**src/rtl/carregador_pkg.sv**
```systemverilog
// Shared definitions for the instruction loader: state encoding and sizing constants.
package carregador_pkg;

  // Loader states; 3-bit encoding keeps the state register small.
  typedef enum logic [2:0] {
    LEN_HI    = 3'd0,
    LEN_LO    = 3'd1,
    RECEBE    = 3'd2,
    ESCREVE   = 3'd3,
    CHECKSUM  = 3'd4,
    CONCLUIDO = 3'd5,
    ERRO      = 3'd6
  } estado_t;

  localparam int BYTES_POR_PALAVRA = 4;
  localparam int MEM_WORDS_PADRAO  = 256;

endpackage

```
**src/rtl/carregador_instrucoes_montador.sv**
```systemverilog
// Big-endian word assembler: shifts bytes in MSB first and flags the 4th byte.
module montador_palavra
  import carregador_pkg::*;
(
  input  logic        clk,
  input  logic        reset,
  input  logic        limpar_i,
  input  logic        deslocar_i,
  input  logic [7:0]  byte_i,
  output logic [31:0] palavra_proxima_o,
  output logic        word_completa_o
);

  logic [31:0] palavra_q, palavra_d;
  logic [1:0]  contador_q, contador_d;

  // Word value including the byte being accepted now, so the writer can
  // register the complete word on the same edge as the last byte.
  assign palavra_proxima_o = {palavra_q[23:0], byte_i};
  assign word_completa_o   = deslocar_i && !limpar_i &&
                             (contador_q == 2'(BYTES_POR_PALAVRA - 1));

  // Next-state for the shift register and byte counter (clear has priority).
  always_comb begin
    palavra_d  = palavra_q;
    contador_d = contador_q;
    if (limpar_i) begin
      palavra_d  = '0;
      contador_d = '0;
    end else if (deslocar_i) begin
      palavra_d  = palavra_proxima_o;
      contador_d = contador_q + 2'd1;
    end
  end

  // Shift register and counter storage; the counter wraps after the 4th byte.
  always_ff @(posedge clk) begin
    if (!reset) begin
      palavra_q  <= '0;
      contador_q <= '0;
    end else begin
      palavra_q  <= palavra_d;
      contador_q <= contador_d;
    end
  end

endmodule

```
**src/rtl/carregador_instrucoes.sv**
```systemverilog
// Boot-time program loader: receives a framed byte stream, writes words into
// instruction memory from address 0, checks an XOR checksum and releases the
// processor reset only after a good load.
module carregador_instrucoes
  import carregador_pkg::*;
#(
  parameter int MEM_WORDS = MEM_WORDS_PADRAO,
  parameter int LEN_W     = 16
) (
  input  logic        clk,
  input  logic        reset,
  input  logic        byte_valid,
  input  logic [7:0]  byte_data,
  output logic        byte_ready,
  input  logic        recarregar,
  output logic        mem_we,
  output logic [31:0] mem_addr,
  output logic [31:0] mem_wdata,
  output logic        cpu_reset,
  output logic        done,
  output logic        error
);

  localparam logic [LEN_W-1:0] LIMITE = LEN_W'(MEM_WORDS);

  estado_t            estado_q, estado_d;
  logic [LEN_W-1:0]   comprimento_q, comprimento_d;
  logic [LEN_W-1:0]   indice_q, indice_d;
  logic [7:0]         xor_q, xor_d;
  logic               mem_we_q, mem_we_d;
  logic [31:0]        mem_addr_q, mem_addr_d;
  logic [31:0]        mem_wdata_q, mem_wdata_d;

  logic               aceito;
  logic               limpar;
  logic               deslocar;
  logic               word_completa;
  logic [31:0]        palavra_proxima;
  logic [LEN_W-1:0]   comprimento_recebido;
  logic [LEN_W-1:0]   indice_mais_um;

  montador_palavra u_montador (
    .clk               (clk),
    .reset             (reset),
    .limpar_i          (limpar),
    .deslocar_i        (deslocar),
    .byte_i            (byte_data),
    .palavra_proxima_o (palavra_proxima),
    .word_completa_o   (word_completa)
  );

  // Ready only in byte-consuming states, and never while reset is held.
  assign byte_ready = reset && ((estado_q == LEN_HI) || (estado_q == LEN_LO) ||
                                (estado_q == RECEBE) || (estado_q == CHECKSUM));
  assign aceito               = byte_valid && byte_ready;
  assign comprimento_recebido = {comprimento_q[LEN_W-1:8], byte_data};
  assign indice_mais_um       = indice_q + 1'b1;

  assign mem_we    = mem_we_q;
  assign mem_addr  = mem_addr_q;
  assign mem_wdata = mem_wdata_q;
  assign cpu_reset = (estado_q != CONCLUIDO);
  assign done      = (estado_q == CONCLUIDO);
  assign error     = (estado_q == ERRO);

  // Next-state and datapath updates for the loader FSM.
  always_comb begin
    estado_d      = estado_q;
    comprimento_d = comprimento_q;
    indice_d      = indice_q;
    xor_d         = xor_q;
    mem_we_d      = 1'b0;
    mem_addr_d    = mem_addr_q;
    mem_wdata_d   = mem_wdata_q;
    limpar        = 1'b0;
    deslocar      = 1'b0;

    case (estado_q)
      LEN_HI: begin
        if (aceito) begin
          comprimento_d = {byte_data, comprimento_q[7:0]};
          xor_d         = xor_q ^ byte_data;
          estado_d      = LEN_LO;
        end
      end
      LEN_LO: begin
        if (aceito) begin
          comprimento_d = comprimento_recebido;
          xor_d         = xor_q ^ byte_data;
          indice_d      = '0;
          limpar        = 1'b1;
          if (comprimento_recebido == '0)
            estado_d = CHECKSUM;
          else if (comprimento_recebido > LIMITE)
            estado_d = ERRO;
          else
            estado_d = RECEBE;
        end
      end
      RECEBE: begin
        if (aceito) begin
          deslocar = 1'b1;
          xor_d    = xor_q ^ byte_data;
          if (word_completa) begin
            // Write port is registered: strobe and data are valid during ESCREVE.
            estado_d    = ESCREVE;
            mem_we_d    = 1'b1;
            mem_addr_d  = {{(30 - LEN_W){1'b0}}, indice_q, 2'b00};
            mem_wdata_d = palavra_proxima;
          end
        end
      end
      ESCREVE: begin
        indice_d = indice_mais_um;
        estado_d = (indice_mais_um == comprimento_q) ? CHECKSUM : RECEBE;
      end
      CHECKSUM: begin
        if (aceito)
          estado_d = (byte_data == xor_q) ? CONCLUIDO : ERRO;
      end
      CONCLUIDO, ERRO: begin
        if (recarregar) begin
          estado_d      = LEN_HI;
          comprimento_d = '0;
          indice_d      = '0;
          xor_d         = '0;
          limpar        = 1'b1;
        end
      end
      default: estado_d = LEN_HI;
    endcase
  end

  // State, counters, checksum and write-port registers.
  always_ff @(posedge clk) begin
    if (!reset) begin
      estado_q      <= LEN_HI;
      comprimento_q <= '0;
      indice_q      <= '0;
      xor_q         <= '0;
      mem_we_q      <= 1'b0;
      mem_addr_q    <= '0;
      mem_wdata_q   <= '0;
    end else begin
      estado_q      <= estado_d;
      comprimento_q <= comprimento_d;
      indice_q      <= indice_d;
      xor_q         <= xor_d;
      mem_we_q      <= mem_we_d;
      mem_addr_q    <= mem_addr_d;
      mem_wdata_q   <= mem_wdata_d;
    end
  end

endmodule

```
**config.mk**
```make
export PLATFORM = sky130hd
export DESIGN_NAME = carregador_instrucoes
export DESIGN_NICKNAME = d
export VERILOG_FILES = /design/src/rtl/carregador_pkg.sv /design/src/rtl/carregador_instrucoes_montador.sv /design/src/rtl/carregador_instrucoes.sv
export SDC_FILE = /design/constraint.sdc
export NUM_CORES = 1
export LEC_CHECK = 0
export ABC_AREA = 1
export BUFFER_PORTS_ARGS = -buffer_cell sky130_fd_sc_hd__buf_4
export CAP_MARGIN = 20
export CORE_ASPECT_RATIO = 1.1
export CORE_MARGIN = 1.5
export CORE_UTILIZATION = 40
export CTS_BUF_LIST = sky130_fd_sc_hd__clkbuf_16
export CTS_CLUSTER_DIAMETER = 100
export DETAILED_ROUTE_END_ITERATION = 16
export SYNTH_ARGS = -nofsm -noshare
export SYNTH_HDL_FRONTEND = slang
export SYNTH_SLANG_ARGS = --single-unit
```
**constraint.sdc**
```tcl
create_clock -name clk -period 1.6 [get_ports clk]
set_input_delay 0 -clock clk [delete_from_list [all_inputs] [get_ports clk]]
set_output_delay 0 -clock clk [all_outputs]
set_load 0.005 [all_outputs]
```
### Word-level counts from Yosys, hierarchy flattened

Cells that the tools add are included.

* register bits after elaboration: 118
* bits of input ports: 12
* output and inout port bits: 69
* word-level logic and storage cells: 83

* add/subtract/negate cells: 2
* $lt $le $gt $ge: 1
* equality and inequality tests: 17
* mux-type cells: 25
* bitwise gates (word level): 4
* reduce and logical (&&, ||, !) cells: 24

Operators by type and width (number)
* one-hot mux 16 bit (3 select lines): 2
* 2-to-1 mux 16 bit: 3
* 2-to-1 mux 3 bit: 9
* 2-to-1 mux 8 bit: 3
* one-hot mux 3 bit (6 select lines): 1
* adder 16 x 1 -> 16 bit (second input constant): 1
* == test 16 bit: 1
* greater-than comparator 16 x 9 -> 1 bit (second input constant): 1
* logical NOT 16 bit: 1
* one-hot mux 8 bit (2 select lines): 1
* AND reduction 3 bit: 4
* inequality test 2 bit (second input constant): 5
* == test 3 bit (second input constant): 3
* == test 8 bit: 1
* AND reduction 4 bit: 2
* XOR 8 bit: 1
* == test 3 x 2 -> 1 bit (second input constant): 2
* AND reduction 6 bit: 1
* nonzero test 2 bit: 3
* logical AND 1 bit: 4
* 2-to-1 mux 1 bit: 4
* inequality test 2 x 1 -> 1 bit (second input constant): 2
* OR reduction 2 bit: 2
* == test 3 x 1 -> 1 bit (second input constant): 1
* 11 further kinds: 15

### Logic depth before layout (Yosys ltp)

* word-level depth: 14
* mapped depth: 16
* mapped depth without buffers: 16

### Hierarchy

From an unflattened synthesis, not the netlist that was laid out.

* cell total of the unflattened synthesis: 744
* area total of the unflattened synthesis: 5600.4 sq um

Modules (own cells, without submodules)
* carregador_instrucoes: times used 1, cells each 617, area each 4433.0 sq um
* montador_palavra: times used 1, cells each 127, area each 1167.4 sq um

### Worst setup path after synthesis

Ideal clock, no wire load.

* kind: reg-to-reg
* start point: register indice_q[0]
* end point: register estado_q[2]
* library setup time: 70 ps
* arrival time: 1611 ps
* setup slack: -81 ps
* stages on the path, launching flop included: 16
* buffers on the path: 0
* clock period less this slack: 1681 ps
* path through: dfxtp_1 > ha_1 > nand2_1 > nor2_4 > nand3_1 > nand2_1 > nand2_1 > nand2_1 > nand2_1 > nor2_1 > nand2_1 > nor2_1 > nand3_1 > nand2_1 > nand2_1 > a21oi_1

* cells in the longest elaborated chain, start to end: 4

Ends and longest elaborated chain
* from (decl): RTL line carregador_instrucoes.sv:28 `logic [LEN_W-1:0] indice_q, indice_d;`
* from (signal assigned): RTL line carregador_instrucoes.sv:147 `indice_q <= indice_d;`
* adder 16 x 1 -> 16 bit: RTL line carregador_instrucoes.sv:57 `assign indice_mais_um = indice_q + 1'b1;`
* == test 16 bit: RTL line carregador_instrucoes.sv:115 `estado_d = (indice_mais_um == comprimento_q) ? CHECKSUM : RECEBE;`
* 2-to-1 mux 3 bit: RTL line carregador_instrucoes.sv:115
* one-hot mux 3 bit (6 select lines): RTL line carregador_instrucoes.sv:78 `case (estado_q)`
* to (signal assigned): RTL line carregador_instrucoes.sv:145 `estado_q <= estado_d;`
* to (decl): RTL line carregador_instrucoes.sv:26 `estado_t estado_q, estado_d;`

No other way between the ends.
A chain may end at the register's enable or synchronous reset.

### Final worst setup path

* start point: register estado_q[0]
* end point: register u_montador.palavra_q[4]

* cells in the longest elaborated chain, start to end: 9
* elaborated cells between the ends (all ways): 16
* those cells by class: eq/ne (5); mux (3); reduce/logical (8)

Ends and longest elaborated chain
* == test 3 x 1 -> 1 bit / logical NOT 3 bit (equally long branches): RTL line carregador_instrucoes.sv:53, carregador_instrucoes.sv:78
* logical OR 1 bit (2 in a row): RTL line carregador_instrucoes.sv:53 `assign byte_ready = reset && ((estado_q == LEN_HI) || (estado_q == LEN_LO) ||`
* logical OR 1 bit: RTL line carregador_instrucoes.sv:54 `(estado_q == RECEBE) || (estado_q == CHECKSUM));`
* logical AND 1 bit: RTL line carregador_instrucoes.sv:53
* logical AND 1 bit: RTL line carregador_instrucoes.sv:55 `assign aceito = byte_valid && byte_ready;`
* 2-to-1 mux 1 bit: RTL line carregador_instrucoes.sv:87, carregador_instrucoes.sv:101
* one-hot mux 1 bit (2 select lines): RTL line carregador_instrucoes.sv:78
* OR reduction 2 bit (no line)
* to (signal assigned): RTL line carregador_instrucoes_montador.sv:42 `palavra_q <= palavra_d;`
* to (decl): RTL line carregador_instrucoes_montador.sv:14 `logic [31:0] palavra_q, palavra_d;`

Parallel ways exist; a longest one is shown, timed or not.

==> impl_metrics.py <==
metrics = {
    "outcome": {
        "violations": "setup timing",
        "status": "finished with violations",
    },
    "timing": {
        "drv_slew": 0,
        "min_period_ps": 1840,
        "rsz0062_at_grt": "true",
        "layout_setup_ws_ps": -238,
        "fin_hold_ws_ps": 215,
        "slew_headroom_pct": 47.3,
        "setup_violations": 117,
        "skew_ps": 7.14,
        "fmax_ghz": 0.544,
        "finalCritPeriodShare_pct": 115,
        "tightestPinTransition_ps": 791,
        "hold_viol_final": 0,
    },
    "worst_setup_path": {
        "cp-startpoint": "estado_q[0]",
        "crit_required_ps": 1910,
        "critPathLaunchType": "flip-flop",
        "worst_ep_arrival_time_ps": 2140,
        "r2r_start": "estado_q[0]",
        "endpoint_kind": "flip-flop",
        "rrSetupSlack_ps": -240,
        "cp_max_fo": 8,
        "worstReg2RegEnd": "u_montador.palavra_q[4]",
        "critical_path_class": "flip-flop to flip-flop",
        "r2r_cells": 11,
        "crit_end": "u_montador.palavra_q[4]",
    },
    "cts": {
        "clock-sinks": 118,
        "ctsHtreeMaxLevel": 4,
        "clk_pin_slew_worst_paths_ps": 50,
        "cts_tree": "done",
        "cts_root_buf": "clkbuf_16",
        "clk_latency_ps": 420,
        "clockBufferDepth": 2,
        "cts_made_buffers": 17,
    },
    "yosys": {
        "synth-simple-area-share_pct": 26.2,
        "netlist_instances": 772,
        "yosys.area.top_type": "dfxtp_1",
        "synth_top_cell_area_share_pct": 42.9,
        "muxShareOfSynthArea_pct": 0,
        "synthAdderAreaFrac_pct": 0.455,
        "ys_warn_count": 0,
        "synth_top_family_by_area": "simple AND/OR/NAND/NOR gates",
        "yosysUniqueCellTypes": 35,
        "avgSynthCellArea_sq_um": 7.13,
        "synth_area_sq_mm": 0.00550,
        "synth_xor_area_share_pct": 2.00,
        "ys_seq_elements": 118,
        "synth_compound_area_share_pct": 17.6,
        "synth.area.top_cells": "dfxtp_1 (43%), nand2_1 (9.8%), a21oi_1 (9.6%)",
        "ys_seq_area_share_pct": 42.9,
    },
    "drt": {
        "drt_iter0_drc": 369,
        "vias_per_cell": 5.12,
        "vias": 5812,
        "ant_nets": 0,
        "drt_first_pass_iters": 4,
        "drc": 0,
        "wirelength_um": 18300,
        "detail_route.wl_per_cell_um": 16.1,
    },
    "global_routing": {
        "grt_max_degree": 50,
        "antenna_found_initial": 0,
        "grt_remaining_overflow": 0,
        "grtUsageTotal_pct": 23.8,
        "grt_pass1_wl_um": 26800,
        "grt_pass1_vias": 5558,
    },
    "layout": {
        "layout-drive-gt1-share_pct": 43.1,
        "nFillCells": 1126,
        "fin_cells": 1135,
        "final_cell_mix": "buf_4 (129), nand2_1 (116), dfxtp_1 (110), inv_1 (66), nor2_1 (60)",
        "final_util_pct": 66.1,
        "antennaDiodeCount": 0,
        "design_area_sq_mm": 0.00881,
        "nNetsFinal": 952,
        "area_delta_synth_final_pct": 60.0,
        "final_common_cell": "buf_4",
    },
    "floorplanning": {
        "die-area_sq_mm": 0.0145,
        "ios": 81,
        "die_y_um": 126,
        "start_util_pct": 41.3,
        "num_rows": 44,
        "core_area_sq_mm": 0.0133,
        "die_x_um": 115,
    },
    "place": {
        "gp_congestion": 0.916,
        "post-dp-hpwl_um": 10800,
        "place_area_sq_mm": 0.00662,
        "io_buffers": 64,
        "placedCellCount": 1058,
    },
    "power": {
        "ir_drop_mv": 0.927,
        "p_leak_nw": 3.55,
        "finalPower_mw": 11.6,
        "power_density_mw_per_mm2": 1320,
    },
    "hold_path": {
        "min_path_type": "input pin to flip-flop",
    },
    "run": {
        "cap_viol_max_count": 0,
    },
}
==> flip-flops by register name, indices dropped and copies added, names as in the netlist <==
name                   cells
mem_wdata                 32
u_montador.palavra_q      24
comprimento_q             16
indice_q                  16
mem_addr                  16
xor_q                      8
estado_q                   3
u_montador.contador_q      2
mem_we                     1
==> cell families (layout without fill, tap and decap cells) <==
logic type               count (synthesis)  count (layout)
buffers and inverters                  126             289
other                                    1              16
XOR/XNOR                                11              11
flip-flops                             118             118
adder cells (fa/ha/maj)                  2               2
AND/OR/NAND/NOR                        334             335
AO/OA/AOI/OAI                          180             180
==> cell type report <==
cell class / instances / area (sq um) / share of cell area, %
multi-input combinational: 544 / 3490 / 39.7
sequential: 118 / 2380 / 27.1
timing repair buffer: 177 / 1770 / 20.0
clock buffer: 17 / 425 / 4.83
inverter: 78 / 330 / 3.75
tap: 184 / 230 / 2.61
clock inverter: 15 / 155 / 1.76
timing repair inverter: 2 / 22.5 / 0.256
==> report_power, final <==
| part | total [mW] | internal, mW | switching, mW |
|---|---|---|---|
| Sequential | 3.43 | 3.21 | 0.221 |
| Clock | 3.74 | 2.29 | 1.45 |
| Combinational | 4.46 | 1.80 | 2.65 |
| Total | 11.6 | 7.30 | 4.32 |
==> critical path: stages (launching register included) <==
cell and delay [ps]:
dfxtp_4 370, nor2_4 140, nor2_4 50, nor3_4 170
nand2_4 140, nand2_4 110, nand2_4 70, nor2_4 180
clkinv_4 140, nand2_8 120, clkbuf_16 200, nor2_4 30
==> layer usage <==
| metal | vias to the layer above | part of all wire, % | GRT usage, % |
|---|---|---|---|
| met5 | - | 0 | 0 |
| met1 | 2771 | 42 | 28.3 |
| met4 | 0 | 2.3 | 11.0 |
| met3 | 34 | 4.1 | 5.10 |
| li1 | 2848 | - | - |
| met2 | 159 | 52 | 40.9 |
==> worst min-delay path by stage <==
| stage | from | to | slack (ps) | depth (start not counted) |
|---|---|---|---|---|
| after floorplan | byte_data[3] | mem_wdata[3] | 150 | 2 |
| final | reset | xor_q[0] | 220 | 4 |
| after global routing | reset | mem_wdata[23] | 230 | 4 |
| after detailed placement | byte_data[3] | mem_wdata[3] | 350 | 3 |
| after CTS | byte_valid | estado_q[1] | 160 | 8 |
| after global placement | byte_data[7] | comprimento_q[7] | 340 | 3 |
==> what timing repair did <==
| action | in CTS | in global routing |
|---|---|---|
| endpoints found under the hold margin | 31 | 0 |
| gates resized for setup | 85 | 246 |
| cloned | 7 | 11 |
| pin swaps | 15 | 51 |
| endpoints found under the setup margin | 110 | 119 |
| hold buffers | 8 | 0 |
| buffers inserted | 15 | 10 |
==> cells in the mapped netlist (all sizes together) <==
master,n
a21oi,107
nand4,11
xnor2,2
dfxtp,118
inv,77
nand3,52
or2,1
ha,2
clkbuf,14
o31ai,2
and3,1
xor2,8
nor4,2
nand2,147
xnor3,1
buf,34
nor2,111
nor3,7
nand3b,2
a31oi,1
a211oi,15
o21ai,55
clkinv,1
conb,1
==> stage by stage <==
| stage | setup slack (ps) | TNS (ps) |
|---|---|---|
| after floorplan | 1.64 | 0 |
| after global placement | -209 | -9810 |
| after detailed placement | -241 | -11820 |
| after CTS | -151 | -6050 |
| after global routing | -355 | -24830 |
| final | -238 | -14260 |
Note: power is estimated with default switching activity, not from simulation.
